--- src/rtl/rram_mac_sequencer.sv ---
// Sequences wordline groups, ADC conversions and per-column accumulation for an RRAM MAC array.
// Each group is PRECH, SETTLE, CONV and CAPT; each column ends with a one-cycle EMIT of its sum.
module rram_mac_sequencer #(
  parameter int ARRAY_SIZE = 16,
  parameter int GROUP      = 4,
  parameter int SETTLE     = 2,
  parameter int ADC_CYC    = 4
) (
  input  logic                  clk,
  input  logic                  rst,
  input  logic                  start,
  input  logic                  abort,
  input  logic [3:0]            col_start,
  input  logic [3:0]            col_end,
  input  logic [3:0]            row_start,
  input  logic [3:0]            row_end,
  input  logic [3:0]            adc_data,
  output logic                  busy,
  output logic                  done,
  output logic                  err,
  output logic [ARRAY_SIZE-1:0] wl_en,
  output logic [3:0]            col_sel,
  output logic                  pre,
  output logic                  clk_en_adc,
  output logic [7:0]            acc_out,
  output logic                  acc_valid,
  output logic [2:0]            dbg_state
);

  localparam int GW   = $clog2(ARRAY_SIZE) + 1;
  localparam int CMAX = (SETTLE > ADC_CYC) ? SETTLE : ADC_CYC;
  localparam int CW   = $clog2(CMAX + 1);

  typedef enum logic [2:0] {
    S_IDLE, S_PRECH, S_SETTLE, S_CONV, S_CAPT, S_EMIT
  } state_t;

  state_t          state, state_n;
  logic [CW-1:0]   cnt;
  logic [3:0]      col, col_end_q, row_start_q, row_end_q;
  logic [GW-1:0]   grp, grp_hi;
  logic [7:0]      acc;
  logic            err_q;
  logic            win_ok, accept, reject, more_grp, more_col;
  logic            settle_last, conv_last;
  logic [ARRAY_SIZE-1:0] wl_mask;

  assign win_ok      = (col_start <= col_end) && (row_start <= row_end);
  assign accept      = (state == S_IDLE) && start && !abort && win_ok;
  assign reject      = (state == S_IDLE) && start && !abort && !win_ok;
  // Group arithmetic is one bit wider than a row index so grp+GROUP cannot wrap past row 15.
  assign more_grp    = (grp + GW'(GROUP)) <= GW'(row_end_q);
  assign more_col    = col < col_end_q;
  assign settle_last = cnt == CW'(SETTLE - 1);
  assign conv_last   = cnt == CW'(ADC_CYC - 1);
  assign grp_hi      = grp + GW'(GROUP - 1);

  always_comb begin
    wl_mask = '0;
    for (int r = 0; r < ARRAY_SIZE; r++) begin
      wl_mask[r] = (GW'(r) >= grp) && (GW'(r) <= grp_hi) && (GW'(r) <= GW'(row_end_q));
    end
  end

  always_ff @(posedge clk or negedge rst) begin
    if (!rst) state <= S_IDLE;
    else      state <= state_n;
  end

  always_comb begin
    state_n = state;
    if (state != S_IDLE && abort) begin
      state_n = S_IDLE;
    end else begin
      case (state)
        S_IDLE:   if (accept) state_n = S_PRECH;
        S_PRECH:  state_n = S_SETTLE;
        S_SETTLE: if (settle_last) state_n = S_CONV;
        S_CONV:   if (conv_last) state_n = S_CAPT;
        S_CAPT:   state_n = more_grp ? S_PRECH : S_EMIT;
        S_EMIT:   state_n = more_col ? S_PRECH : S_IDLE;
        default:  state_n = S_IDLE;
      endcase
    end
  end

  // acc_valid qualifies acc_out and col_sel for exactly one cycle; there is no back-pressure,
  // and an abort seen during EMIT suppresses both acc_valid and done.
  always_comb begin
    busy       = 1'b0;
    pre        = 1'b0;
    clk_en_adc = 1'b0;
    wl_en      = '0;
    acc_valid  = 1'b0;
    acc_out    = '0;
    done       = 1'b0;
    case (state)
      S_PRECH:  begin busy = 1'b1; pre = 1'b1; end
      S_SETTLE: begin busy = 1'b1; wl_en = wl_mask; end
      S_CONV:   begin busy = 1'b1; wl_en = wl_mask; clk_en_adc = 1'b1; end
      S_CAPT:   begin busy = 1'b1; wl_en = wl_mask; end
      S_EMIT: begin
        busy      = 1'b1;
        acc_valid = !abort;
        acc_out   = abort ? 8'd0 : acc;
        done      = !abort && !more_col;
      end
      default: ;
    endcase
  end

  always_ff @(posedge clk or negedge rst) begin
    if (!rst) begin
      cnt         <= '0;
      col         <= '0;
      grp         <= '0;
      acc         <= '0;
      col_end_q   <= '0;
      row_start_q <= '0;
      row_end_q   <= '0;
      err_q       <= 1'b0;
    end else begin
      err_q <= reject;
      cnt   <= (state_n != state) ? '0 : cnt + CW'(1);
      if (accept) begin
        col         <= col_start;
        grp         <= GW'(row_start);
        acc         <= '0;
        col_end_q   <= col_end;
        row_start_q <= row_start;
        row_end_q   <= row_end;
      end else if (!abort) begin
        case (state)
          S_CAPT: begin
            acc <= acc + 8'(adc_data);
            if (more_grp) grp <= grp + GW'(GROUP);
          end
          S_EMIT: begin
            if (more_col) begin
              col <= col + 4'd1;
              grp <= GW'(row_start_q);
              acc <= '0;
            end
          end
          default: ;
        endcase
      end
    end
  end

  assign err       = err_q;
  assign col_sel   = col;
  assign dbg_state = state;

endmodule

--- config.mk ---
export PLATFORM = sky130hd
export DESIGN_NAME = rram_mac_sequencer
export DESIGN_NICKNAME = d
export VERILOG_FILES = /design/src/rtl/rram_mac_sequencer.sv
export SDC_FILE = /design/constraint.sdc
export NUM_CORES = 1
export LEC_CHECK = 0
export ABC_CLOCK_PERIOD_IN_PS = 2600
export BUFFER_PORTS_ARGS = -buffer_cell sky130_fd_sc_hd__clkbuf_2
export CAP_MARGIN = 0
export CORE_ASPECT_RATIO = 0.75
export CORE_MARGIN = 3
export CORE_UTILIZATION = 50
export DETAILED_ROUTE_END_ITERATION = 16
export HOLD_SLACK_MARGIN = 0.02
export PLACE_DENSITY = 0.77
export RECOVER_POWER = 50
export SETUP_SLACK_MARGIN = 0.15
export SYNTH_ARGS = -nofsm -noshare
export SYNTH_HDL_FRONTEND = slang
export SYNTH_SLANG_ARGS = --single-unit
export TNS_END_PERCENT = 1
--- constraint.sdc ---
create_clock -name clk -period 2.6 [get_ports clk]
set_input_delay 0.26 -clock clk [delete_from_list [all_inputs] [get_ports clk]]
set_output_delay 0.26 -clock clk [all_outputs]
set_load 0.02 [all_outputs]
==> insert_results.sql <==
INSERT INTO impl_metrics (metric_group, metric, value, unit) VALUES
('setup_path', 'worstReg2RegEnd', 'cnt[1]$_DFF_PN0_', ''),
('logic_synthesis', 'synth.avg_cell_area', '8.37', 'sq um'),
('sta', 'fin_setup_tns', '0', 'ps'),
('sta', 'unrepaired_setup_endpoints_after_global_routing', 'yes', ''),
('logic_synthesis', 'synth_nets', '416', ''),
('min_path', 'hold_start', 'col_end[0]', ''),
('sta', 'hold_violations', '0', ''),
('grt', 'global_route.overflow_total', '0', ''),
('sta', 'fmax', '397', 'MHz'),
('clock_network', 'clk_root_buffer_cell', 'clkbuf_8', ''),
('routing', 'detailedRoute.firstPassIterationCount', '5', ''),
('finish', 'layout.cells.non_filler', '513', ''),
('grt', 'number_of_global_route_vias_before_repair', '2930', ''),
('power_and_ir_drop', 'power.static_leakage', '0.00178', 'uW'),
('run', 'cap_viol_max_count', '1', ''),
('sta', 'final.setup.worst_slack', '82.2', 'ps'),
('clock_network', 'tritoncts', 'built', ''),
('finish', 'layout.cells.most_common', 'clkbuf_2', ''),
('power_and_ir_drop', 'power_density', '1010', 'nW/um^2'),
('routing', 'drc_errors', '0', ''),
('power_and_ir_drop', 'design_power_total', '3760', 'uW'),
('grt', 'antenna_found_initial', '0', ''),
('sta', 'max_slew_vio_count', '37', ''),
('sta', 'slew_headroom', '-29.9', '%'),
('die', 'area_enclosed_by_the_die_boundary', '6980', 'sq um'),
('logic_synthesis', 'seq_cells_post_synth', '36', ''),
('logic_synthesis', 'yosys.area.top_type', 'dfrtp_1', ''),
('routing', 'top_signal_layer_used', 'met4', ''),
('clock_network', 'worstSkewPairLatency', '290', 'ps'),
('routing', 'avgViaCountPerCell', '6.08', ''),
('routing', 'antenna_left', '0', ''),
('routing', 'met3_length', '1010', 'um'),
('logic_synthesis', 'area_share_of_the_largest_cell_type_after_synthesis', '30.0', '%'),
('die', 'die_x', '95.5', 'um'),
('setup_path', 'r2r_start', 'grp[2]$_DFFE_PN0P_', ''),
('routing', 'total_number_of_vias', '3118', ''),
('routing', 'detail_route.wirelength', '8590', 'um'),
('finish', 'areaGrowthSynthToFinish', '24.0', '%'),
('setup_path', 'worst_ep_required_time', '2340', 'ps'),
('setup_path', 'worst_ep_arrival_time', '2260', 'ps'),
('die', 'dieHeight', '73.1', 'um'),
('setup_path', 'cp_max_fo', '11', ''),
('logic_synthesis', 'async_reset_ff_share', '100', '%'),
('logic_synthesis', 'synth_edf_count', '0', ''),
('clock_network', 'numClockSinks', '36', ''),
('die', 'core_area', '5580', 'sq um'),
('outcome', 'failing_checks', 'max-capacitance violations, max-slew violations', ''),
('routing', 'route.met2.wl', '3630', 'um'),
('placed_design', 'dpl.cell_count', '504', ''),
('setup_path', 'worstSetupStartpointType', 'register', ''),
('grt', 'grt_pass1_wl', '13800', 'um'),
('placed_design', 'place_congestion', '1.06', ''),
('finish', 'postLayoutCellArea', '3730', 'sq um'),
('sta', 'final_min_period_over_clock_period', '96.8', '%'),
('logic_synthesis', 'synthTopCellsByArea', 'dfrtp_1 (30%), ha_1 (13%), nand2_1 (4.7%)', ''),
('routing', 'detail_route.wl_per_cell', '16.8', 'um'),
('min_path', 'min_path_cells', '3', ''),
('routing', 'wl_met1', '3860', 'um'),
('logic_synthesis', 'post_synth_instance_area', '3000', 'sq um'),
('sta', 'fin_skew', '7.91', 'ps'),
('logic_synthesis', 'seq_area_frac_synth', '30.0', '%'),
('min_path', 'holdPathEnd', 'col_end_q[0]$_DFFE_PN0P_', ''),
('grt', 'pin_count_of_the_biggest_net_entering_global_routing', '37', ''),
('power_and_ir_drop', 'vdd.ir_drop.worst', '542', 'uV'),
('sta', 'setup-violations-final', '0', ''),
('min_path', 'worstHoldPathType', 'input pin to register', ''),
('sta', 'max_slew.worst_pin.slew', '1950', 'ps'),
('outcome', 'outcome', 'finished, violations left', ''),
('clock_network', 'post_cts_hold_buffer_count', '0', ''),
('setup_path', 'regToRegSetupSlack', '280', 'ps'),
('logic_synthesis', 'ys_warn_count', '0', '');
-- per-stage QoR --
step           utilization (%)  hold slack, ps
2_1_floorplan                -           -35.6
3_3_place_gp              63.6             433
3_5_place_dp              63.6             439
4_1_cts                   67.0             117
5_1_grt                   66.7             197
6_report                  66.7             199
-- flip-flops by register name (all words and copies together) (netlist names) --
register	flops
dbg_state	3
err	1
acc	8
row_end_q	4
row_start_q	4
col_sel	4
col_end_q	4
cnt	3
grp	5
-- power breakdown --
group,leakage [uW],switching [uW],internal [uW],total [uW]
logic,0.00126,1420,896,2320
registers,0.000459,152,743,895
clock network,0.0000645,207,338,545
total,0.00178,1780,1980,3760
-- critical path: stages, from the launching register on --
cell and delay [ps]:
dfrtp_1 390, buf_4 190, ha_1 280, or4_1 560
a211o_1 270, o311a_1 130, clkbuf_8 160
-- worst max path at each step --
stage | startpoint | slack, ps | to | cells past startpoint
after detailed placement | grp[0]$_DFFE_PN0P_ | 240 | wl_en[12] | 8
after global placement | grp[0]$_DFFE_PN0P_ | 250 | wl_en[12] | 8
after CTS | grp[0]$_DFFE_PN0P_ | 110 | wl_en[12] | 6
after global routing | grp[1]$_DFFE_PN0P_ | 10 | wl_en[8] | 9
after floorplan | grp[0]$_DFFE_PN0P_ | 50 | wl_en[6] | 7
final | grp[0]$_DFFE_PN0P_ | 80 | wl_en[12] | 6
-- layout make-up --
class | instances | area [sq um]
timing repair buffer | 87 | 487
clock buffer | 7 | 96.3
fill | 481 | 1860
clock inverter | 1 | 30.0
multi-input combinational | 278 | 2010
tap | 75 | 93.8
inverter | 29 | 109
sequential | 36 | 903
-- logic make-up after synthesis --
kind of cell,Yosys count,share of synthesized area [%]
buf+inv,45,5.83
flops,36,30.0
simple gates,123,20.5
mux,8,2.92
xor+xnor,9,2.87
fa+ha+maj,33,14.0
compound gates,105,23.9
-- cell usage after synthesis (2+ instances only) --
master,n
nor4_1,2
nor2_1,20
nor3_1,14
o21ai_0,20
a211oi_1,5
and3_1,2
xnor2_1,5
o311ai_0,2
a211o_1,2
o21ai_1,2
ha_1,32
nand3_1,13
a31oi_1,4
nor3b_1,3
o21a_1,3
or3_1,3
nand2_1,38
buf_2,5
a21oi_1,27
mux2_2,2
and2_1,10
mux2i_1,5
clkbuf_1,11
a21o_1,4
dfrtp_1,36
xor2_1,3
nor2b_1,4
a221o_1,3
inv_1,29
a22oi_1,3
o211ai_1,5
nand3b_1,2
o22ai_1,3
nand4_1,4
a2111oi_0,5
-- layer usage --
metal,vias up,GRT usage [%]
met3,17,7.53
met2,178,38.2
met1,1450,36.1
met4,0,5.21
met5,-,0
li1,1473,-
-- what timing repair did --
action | in CTS | in global routing
gates resized for setup | 15 | 5
endpoints found under the setup margin | 14 | 18
pin swaps | 4 | 0
buffers inserted | 1 | 0
No activity file was read; power rests on OpenSTA's default activity.
